`config.mk`:
```
export PLATFORM = sky130hd
export DESIGN_NAME = direction_input
export DESIGN_NICKNAME = d
export VERILOG_FILES = /design/src/rtl/direction_input_pkg.sv /design/src/rtl/direction_input_key_debounce.sv /design/src/rtl/direction_input.sv
export SDC_FILE = /design/constraint.sdc
export NUM_CORES = 1
export LEC_CHECK = 0
export ABC_AREA = 0
export BUFFER_PORTS_ARGS = -buffer_cell sky130_fd_sc_hd__buf_2
export CAP_MARGIN = 20
export CELL_PAD_IN_SITES_DETAIL_PLACEMENT = 0
export CELL_PAD_IN_SITES_GLOBAL_PLACEMENT = 2
export CORE_AREA = 2 2 124 126
export DETAILED_ROUTE_END_ITERATION = 8
export DIE_AREA = 0 0 126 128
export PLACE_DENSITY_LB_ADDON = 0.12
export SLEW_MARGIN = 25
export SYNTH_ARGS = -nofsm -noshare
export SYNTH_HDL_FRONTEND = slang
export SYNTH_SLANG_ARGS = --single-unit
export TNS_END_PERCENT = 10
```
`constraint.sdc`:
```
create_clock -name clk -period 2.35 [get_ports clk]
set_input_delay 0.235 -clock clk [delete_from_list [all_inputs] [get_ports clk]]
set_output_delay 0.235 -clock clk [all_outputs]
set_load 0.02 [all_outputs]
```
`src/rtl/direction_input_pkg.sv`:
```
// Shared direction encodings and helpers for the snake direction front end.
// The snake datapath decodes headings with the same values.
package direction_input_pkg;

    localparam logic [1:0] DIR_RIGHT = 2'b00;
    localparam logic [1:0] DIR_DOWN  = 2'b01;
    localparam logic [1:0] DIR_UP    = 2'b10;
    localparam logic [1:0] DIR_LEFT  = 2'b11;

    // Bit positions of each key within key_n.
    localparam int KEY_RIGHT = 0;
    localparam int KEY_DOWN  = 1;
    localparam int KEY_UP    = 2;
    localparam int KEY_LEFT  = 3;

    // Inverting both bits swaps right<->left and down<->up.
    function automatic logic [1:0] opposite_dir(input logic [1:0] d);
        return d ^ 2'b11;
    endfunction

    // One-hot heading as {left, up, down, right}.
    function automatic logic [3:0] dir_onehot(input logic [1:0] d);
        logic [3:0] oh;
        case (d)
            DIR_RIGHT: oh = 4'b0001;
            DIR_DOWN:  oh = 4'b0010;
            DIR_UP:    oh = 4'b0100;
            DIR_LEFT:  oh = 4'b1000;
            default:   oh = 4'b0001;
        endcase
        return oh;
    endfunction

endpackage

```
`src/rtl/direction_input_key_debounce.sv`:
```
// One active-low key: 2-flop synchroniser, stability-counter debouncer and a
// registered pulse on each debounced released->pressed transition.
module key_debounce
    import direction_input_pkg::*;
#(
    parameter int DEBOUNCE_CYCLES = 1000000,
    parameter int CNT_W           = 20
) (
    input  logic clk,
    input  logic reset_n,
    input  logic key_n,
    output logic press
);

    localparam logic [CNT_W-1:0] CNT_MAX = CNT_W'(DEBOUNCE_CYCLES - 1);

    logic             sync1_r;
    logic             sync2_r;
    logic             level_r;
    logic             press_r;
    logic [CNT_W-1:0] cnt_r;
    logic [CNT_W-1:0] cnt_nxt_s;
    logic             level_nxt_s;
    logic             press_nxt_s;

    // Debounce counter: runs only while the synced level disagrees with the debounced one.
    always_comb begin
        cnt_nxt_s   = {CNT_W{1'b0}};
        level_nxt_s = level_r;
        press_nxt_s = 1'b0;
        if (sync2_r == level_r) begin
            cnt_nxt_s = {CNT_W{1'b0}};
        end else if (cnt_r == CNT_MAX) begin
            level_nxt_s = sync2_r;
            press_nxt_s = sync2_r;
            cnt_nxt_s   = {CNT_W{1'b0}};
        end else begin
            cnt_nxt_s = cnt_r + CNT_W'(1);
        end
    end

    // Synchroniser and debouncer state; levels are stored as 1 = pressed.
    always_ff @(posedge clk) begin
        if (!reset_n) begin
            sync1_r <= 1'b0;
            sync2_r <= 1'b0;
            level_r <= 1'b0;
            press_r <= 1'b0;
            cnt_r   <= {CNT_W{1'b0}};
        end else begin
            sync1_r <= ~key_n;
            sync2_r <= sync1_r;
            level_r <= level_nxt_s;
            press_r <= press_nxt_s;
            cnt_r   <= cnt_nxt_s;
        end
    end

    assign press = press_r;

endmodule

```
`src/rtl/direction_input.sv`:
```
// Snake direction front end: debounced key presses are prioritised, checked
// against the committed heading, held pending and committed on move_tick.
module direction_input
    import direction_input_pkg::*;
#(
    parameter int DEBOUNCE_CYCLES = 1000000,
    parameter int CNT_W           = 20
) (
    input  logic       clk,
    input  logic       reset_n,
    input  logic [3:0] key_n,
    input  logic       move_tick,
    input  logic       clear,
    output logic [1:0] dir,
    output logic       move_right,
    output logic       move_down,
    output logic       move_up,
    output logic       move_left,
    output logic       dir_changed
);

    logic [3:0] press_s;
    logic [1:0] cand_dir_s;
    logic       cand_any_s;
    logic       cand_ok_s;

    logic [1:0] dir_r;
    logic [1:0] pend_dir_r;
    logic       pend_valid_r;
    logic       changed_r;
    logic [3:0] move_r;

    logic [1:0] dir_nxt_s;
    logic [1:0] pend_dir_nxt_s;
    logic       pend_valid_nxt_s;
    logic       changed_nxt_s;

    for (genvar i = 0; i < 4; i++) begin : g_key
        key_debounce #(
            .DEBOUNCE_CYCLES(DEBOUNCE_CYCLES),
            .CNT_W          (CNT_W)
        ) u_key (
            .clk    (clk),
            .reset_n(reset_n),
            .key_n  (key_n[i]),
            .press  (press_s[i])
        );
    end

    // Pick one press (up > down > left > right) and reject repeats and reversals.
    always_comb begin
        cand_dir_s = DIR_RIGHT;
        cand_any_s = 1'b1;
        if (press_s[KEY_UP]) begin
            cand_dir_s = DIR_UP;
        end else if (press_s[KEY_DOWN]) begin
            cand_dir_s = DIR_DOWN;
        end else if (press_s[KEY_LEFT]) begin
            cand_dir_s = DIR_LEFT;
        end else if (press_s[KEY_RIGHT]) begin
            cand_dir_s = DIR_RIGHT;
        end else begin
            cand_dir_s = DIR_RIGHT;
            cand_any_s = 1'b0;
        end
        cand_ok_s = cand_any_s && (cand_dir_s != dir_r) && (cand_dir_s != opposite_dir(dir_r));
    end

    // Pending/commit: a press coinciding with the tick beats whatever was pending.
    always_comb begin
        dir_nxt_s        = dir_r;
        pend_dir_nxt_s   = pend_dir_r;
        pend_valid_nxt_s = pend_valid_r;
        changed_nxt_s    = 1'b0;
        if (clear) begin
            dir_nxt_s        = DIR_RIGHT;
            pend_valid_nxt_s = 1'b0;
        end else if (move_tick) begin
            pend_valid_nxt_s = 1'b0;
            if (cand_ok_s) begin
                dir_nxt_s = cand_dir_s;
            end else if (pend_valid_r) begin
                dir_nxt_s = pend_dir_r;
            end else begin
                dir_nxt_s = dir_r;
            end
            changed_nxt_s = (dir_nxt_s != dir_r);
        end else if (cand_ok_s) begin
            pend_dir_nxt_s   = cand_dir_s;
            pend_valid_nxt_s = 1'b1;
        end else begin
            pend_valid_nxt_s = pend_valid_r;
        end
    end

    // Heading state; move_* are registered from the next heading so they track dir exactly.
    always_ff @(posedge clk) begin
        if (!reset_n) begin
            dir_r        <= DIR_RIGHT;
            pend_dir_r   <= DIR_RIGHT;
            pend_valid_r <= 1'b0;
            changed_r    <= 1'b0;
            move_r       <= 4'b0001;
        end else begin
            dir_r        <= dir_nxt_s;
            pend_dir_r   <= pend_dir_nxt_s;
            pend_valid_r <= pend_valid_nxt_s;
            changed_r    <= changed_nxt_s;
            move_r       <= dir_onehot(dir_nxt_s);
        end
    end

    assign dir         = dir_r;
    assign dir_changed = changed_r;
    assign move_right  = move_r[0];
    assign move_down   = move_r[1];
    assign move_up     = move_r[2];
    assign move_left   = move_r[3];

endmodule
```
== After elaboration in Yosys (flattened, before gate mapping) ==
Cells that the tools add are included.

* Register bits after elaboration: 106
* Input bits: 8
* Output and inout port bits: 7
* Logic and storage cells: 91

* Add/subtract/negate cells: 4
* Eq/ne operators: 14
* Multiplexer cells: 14
* Bitwise operators: 16
* Reductions and logical operators: 18

{| class="wikitable"
|+ Operators with widths
! operator !! number
|-
| $add A20 B1 Y20 const B || 4
|-
| $eq A20 B20 Y1 const B || 4
|-
| $reduce_or A3 Y1 || 10
|-
| $mux W2 || 9
|-
| $pmux W4 S4 || 1
|-
| $not A1 Y1 || 15
|-
| $reduce_and A2 Y1 || 4
|-
| $ne A2 B2 Y1 || 3
|-
| $eq A1 B1 Y1 || 4
|-
| $eq A2 B2 Y1 const B || 2
|-
| $mux W1 || 4
|-
| $reduce_and A3 Y1 || 1
|-
| $eq A2 B1 Y1 const B || 1
|-
| $logic_and A1 B1 Y1 || 2
|-
| $logic_not A2 Y1 || 1
|-
| $not A2 Y2 || 1
|}

== Depth between registers and ports, before layout ==
* Depth after elaboration: 13
* Gate-level depth with buffers: 7

== Cells and area by module ==
A second synthesis with hierarchy kept.

* Cell total of the unflattened synthesis: 532
* Area, all modules: 4793.3 µm²

{| class="wikitable"
|+ By module, submodules not included
! module !! instances !! cells each !! area an instance (µm²)
|-
| key_debounce || 4 || 119 || 1062.3
|-
| direction_input || 1 || 56 || 544.3
|}

== Worst setup path before layout ==
No wires, ideal clock.

* Path type: register to register
* From: register dir_r[1] (netlist: dir[1])
* To: register pend_dir_r[0]
* Library setup time: 0.068 ns
* Arrival time: 1.633 ns
* Path slack: 0.650 ns
* Stages on the path, launching flop included: 6
* Buffers on the path: 0
* Cell sequence: dfxtp_1 > xor2_2 > o211a_4 > o21ai_2 > or3_1 > a21oi_2

* Longest elaborated chain between the ends: 4
* Elaborated cells between the ends (all ways): 6

{| class="wikitable"
|+ RTL lines
! element !! line !! RTL
|-
| from (decl) || direction_input.sv:27 || <nowiki>logic [1:0] dir_r;</nowiki>
|-
| from (signal assigned) || direction_input.sv:105 || <nowiki>dir_r <= dir_nxt_s;</nowiki>
|-
| $ne A2 B2 Y1 or $not A2 Y2 (tied branches) || - ||
|-
| $logic_and A1 B1 Y1 or $ne A2 B2 Y1 (tied branches) || direction_input.sv:66 || <nowiki>cand_ok_s = cand_any_s && (cand_dir_s != dir_r) && (cand_dir_s != opposite_dir(dir_r));</nowiki>
|-
| $logic_and A1 B1 Y1 * || direction_input.sv:66 ||
|-
| $reduce_and A3 Y1 (no line) * || - ||
|-
| to (signal assigned) || direction_input.sv:106 || <nowiki>pend_dir_r <= pend_dir_nxt_s;</nowiki>
|-
| to (decl) || direction_input.sv:28 || <nowiki>logic [1:0] pend_dir_r;</nowiki>
|}

Every way passes the cells marked *; elsewhere a longest branch is shown, timed or not.
A chain may end at the register's enable or synchronous reset.

== Worst setup path after layout ==
* From: register g_key[3].u_key.cnt_r[0]
* To: register g_key[3].u_key.cnt_r[16]

* Longest elaborated chain between the ends: 2
* Elaborated cells between the ends (all ways): 3

{| class="wikitable"
|+ RTL lines
! element !! line !! RTL
|-
| from (decl) || direction_input_key_debounce.sv:21 || <nowiki>logic [CNT_W-1:0] cnt_r;</nowiki>
|-
| from (signal assigned) || direction_input_key_debounce.sv:49 || <nowiki>cnt_r <= {CNT_W{1'b0}};</nowiki>
|-
| from (signal assigned) || direction_input_key_debounce.sv:55 || <nowiki>cnt_r <= cnt_nxt_s;</nowiki>
|-
| parallel branches: the longest is 2 deep, another holds $add A20 B1 Y20 || - ||
|}

Parallel ways; which one is timed is not known.

==> impl_results.rst <==
.. list-table::
   :header-rows: 1

   * - Metric
     - Value
   * - Cells on worst reg2reg path
     - 7
   * - Min Hold Slack
     - 0.03287 ns
   * - Final-report setup violation count
     - 0
   * - Quantity of gates resized following cts
     - 0
   * - Ranking of synthesized cells by instance count
     - sky130_fd_sc_hd__nor2_1, sky130_fd_sc_hd__dfxtp_1, sky130_fd_sc_hd__xor2_1, sky130_fd_sc_hd__xnor2_1, sky130_fd_sc_hd__nand3_1
   * - Fraction of final layout cells sized beyond drive strength 1
     - 9.827%
   * - Worst hold stages
     - 2
   * - Number of fill cells in the layout
     - 1,590
   * - Slowest stage delay, CP
     - 0.37 ns
   * - Pin count of the biggest net entering global routing
     - 21
   * - Number of buffers added to fix hold violations after cts
     - 0
   * - Fmax achieved
     - around 520 MHz
   * - Nets@finish
     - 526
   * - Clock buffer depth
     - 2
   * - Pin slew with the least headroom to its limit
     - between 0.6 and 0.7 ns
   * - Number of enable-type register cells in the synthesized netlist
     - 0
   * - Worst setup skew after layout
     - 0.005979 ns
   * - Min-Delay Endpoint
     - g_key[0].u_key.sync1_r
   * - Time the final worst path needs with I/O delays and setup
     - 1.916 ns
   * - Setup tns final
     - 0 ns
   * - Top cell type's share of synthesized area
     - 46.94%
   * - Share of the clock period used by the worst path after layout
     - 81.52%
   * - Worst Setup Start Kind
     - flip-flop
   * - Initial antenna violation count
     - 0
   * - Max Slew Vio Count
     - 0
   * - P per Cell Area
     - about 650 mW/mm^2
   * - Fraction of the yosys area taken by sequential cells
     - 46.94%
   * - Die Area
     - 0.01613 sq mm
   * - Hold Path Origin
     - key_n[0]
   * - Iter 0 DRT Violations
     - 213
   * - H-tree depth
     - 3
   * - Proportion of synthesized flip-flops having asynchronous set or reset
     - 0%
   * - Worst R2R End
     - g_key[3].u_key.cnt_r[16]
   * - Reported leakage power
     - 1.659 nW
   * - Synth Area per Inst
     - 9.132 sq um
   * - Cell Chain, Critical Path
     - ha_1, nand4_1, nor2_1, and4_1, or3_1, buf_4, nor2_1
   * - Rel. slew slack
     - 57.76%
   * - Via count of the first global-routing pass
     - 3,147
   * - RR Startpoint
     - g_key[3].u_key.cnt_r[0]
   * - TritonCTS clock tree
     - built
   * - Post-synthesis sequential element count
     - 106
   * - Minimum setup slack among reg-to-reg paths
     - between 0.4 and 0.5 ns
   * - Vias after detailed routing
     - approximately 3.3k
   * - Number of standard cells in the layout, taps in and fillers out
     - about 700
   * - Die width
     - roughly 130 microns
   * - Library cell with the highest instance count after synthesis
     - sky130_fd_sc_hd__nor2_1
   * - Critical path arrival
     - 2.15 ns
   * - Sum of routed wire length over all layers
     - around 8800 microns
   * - Most used flip-flop cell after synthesis
     - sky130_fd_sc_hd__dfxtp_1
   * - Max rail drop VDD
     - 0.0003483 V
   * - Number of optimization iterations in the first detailed-route pass
     - 4
   * - Most used cell, CP
     - sky130_fd_sc_hd__nor2_1
   * - Number of placed cells counting well taps
     - 691
   * - Final global-route overflow total
     - 0
   * - DR WL/cell
     - 12.47 microns
   * - Library cell occupying the most area in the post-synthesis netlist
     - sky130_fd_sc_hd__dfxtp_1
   * - Overall power after layout
     - 3.314 mW
   * - Buffers inserted during post-CTS setup optimization
     - 0
   * - Clock latency at the later pin of the worst-skew pair
     - ~0.35 ns
   * - Classification of the worst setup path
     - reg -> reg
   * - Number of CTS-inserted buffers
     - 9
   * - Area growth from synthesis to layout
     - 12.62%
   * - Vertical extent of the die
     - 128 microns
   * - Yosys warning total
     - 0
   * - TritonCTS sink count
     - roughly 110
   * - Library cell used as clock root buffer
     - sky130_fd_sc_hd__clkbuf_16
   * - Global-route wire length before repair
     - 15,190 microns
   * - Critical Path Fanout Max
     - 20
   * - Synthesized cell area
     - 0.004521 sq mm
   * - Synth area leaders
     - sky130_fd_sc_hd__dfxtp_1, sky130_fd_sc_hd__nor2_1, sky130_fd_sc_hd__xor2_1, sky130_fd_sc_hd__xnor2_1, sky130_fd_sc_hd__nand3_1
   * - Number of maximum-capacitance violations
     - 0
   * - Unrepaired setup endpoints after global routing
     - false
   * - Placer's final routability congestion estimate
     - between 0.7 and 0.8
   * - Post-synthesis instance total
     - 495
   * - Slowest library cell on the worst path
     - sky130_fd_sc_hd__dfxtp_1
   * - Worst Setup End Kind
     - flip-flop
   * - Count of port buffers added during placement
     - 14
   * - Number of distinct library cell variants in the gate-level netlist after synthesis
     - between 40 and 50
   * - Site row count
     - 45
   * - Overall routing resource usage
     - 11.66%
   * - Critical path required time
     - around 2.6 ns
   * - Result of the run
     - finished, final reports clean
   * - I/O pin total
     - 15
   * - Number of design rule violations left after detail routing
     - 0
   * - Initial cell density of the core
     - 30.41%
   * - Clock slew at reported path FFs
     - approximately 0.070 ns
   * - Half-perimeter wire length of the detailed placement result
     - approximately 6100 microns
   * - Worst hold path class
     - in -> reg
   * - Cell area reported after detailed placement
     - approximately 0.0048 sq mm
   * - Final hold violations
     - 0
   * - Diodes inserted
     - 0
   * - Detail Route Antenna Nets
     - 0
   * - Via/cell ratio
     - 4.604
   * - Post-route cell area
     - about 0.0051 sq mm
   * - Nets in the synthesized netlist
     - 507
   * - Core area
     - 0.01486 sq mm
[cells by family (layout without fill, tap and decap cells)]
group | Yosys count | count (layout) | share of synthesized area (%)
buffers and inverters | 25 | 49 | 2.491
muxes | 6 | 6 | 1.329
AOI/OAI and AO/OA | 16 | 16 | 3.100
adders and majority gates | 4 | 4 | 1.107
and+or+nand+nor | 258 | 258 | 29.37
DFF | 106 | 106 | 46.94
xor gates and xnor gates | 80 | 80 | 15.67
[state kept, by name, indices dropped and copies added (netlist names)]
signal	cells
g_key.u_key.press	4
pend_valid_r	1
g_key.u_key.sync2_r	4
dir_changed	1
dir	2
g_key.u_key.level_r	4
g_key.u_key.cnt_r	80
pend_dir_r	2
g_key.u_key.sync1_r	4
move_r	4
[stage by stage]
step / worst slack (ns) / util (%)
CTS: 0.3975 / 34.25
finish: 0.4343 / 34.25
global placement: 0.4335 / 32.34
floorplan: 0.6498 / -
global route: 0.2267 / 34.25
detailed placement: 0.4035 / 32.34
[cell type report]
| class | instances | area, sq um | share of cell area (%) |
|---|---|---|---|
| Clock buffer | 14 | 274.0 | 5.382 |
| Clock inverter | 2 | 10.01 | 0.1966 |
| Inverter | 13 | 48.80 | 0.9585 |
| Multi-Input combinational cell | 364 | 2286 | 44.90 |
| Sequential cell | 106 | 2122 | 41.68 |
| Tap cell | 188 | 235.2 | 4.620 |
| Timing Repair Buffer | 20 | 115.1 | 2.261 |
[worst max-delay path: cells and delay by family, from the launching register on]
kind                       cells  cell delay (ns)
adders and majority gates      1             0.21
buffers and inverters          1             0.24
and+or+nand+nor                5             0.98
DFF                            1             0.37
[per-layer routing]
metal | global-route usage [%] | wire length (microns)
met1 | 15.28 | 4677
met2 | 18.09 | 3723
met3 | 4.299 | 323
met4 | 3.297 | 93
met5 | 0 | 0
[cell usage in the layout, fill, tap and decap left out, drive strengths merged, types with 10 or more instances in the layout]
cell    instances
nor3           12
xnor2          35
dfxtp         106
nand2          28
xor2           45
nand3          31
nand4          21
nor4           10
nor2          109
clkbuf         14
buf            20
inv            13
[power breakdown]
group	switching, mW	internal, mW
registers	0.00493	1.80
logic	0.0288	0.0150
clock network	0.657	0.804
total	0.691	2.62
[worst max path at each step]
stage | start | to | slack, ns | depth (start not counted)
finish | g_key[3].u_key.cnt_r[0] | g_key[3].u_key.cnt_r[16] | 0.43 | 7
global route | g_key[3].u_key.cnt_r[0] | g_key[3].u_key.cnt_r[8] | 0.23 | 7
CTS | g_key[3].u_key.cnt_r[0] | g_key[3].u_key.cnt_r[16] | 0.40 | 7
detailed placement | g_key[3].u_key.cnt_r[0] | g_key[3].u_key.cnt_r[16] | 0.40 | 7
global placement | g_key[2].u_key.cnt_r[2] | g_key[2].u_key.cnt_r[9] | 0.43 | 6
floorplan | dir[1] | pend_dir_r[0] | 0.65 | 5
No activity file was read; power rests on OpenSTA's default activity.
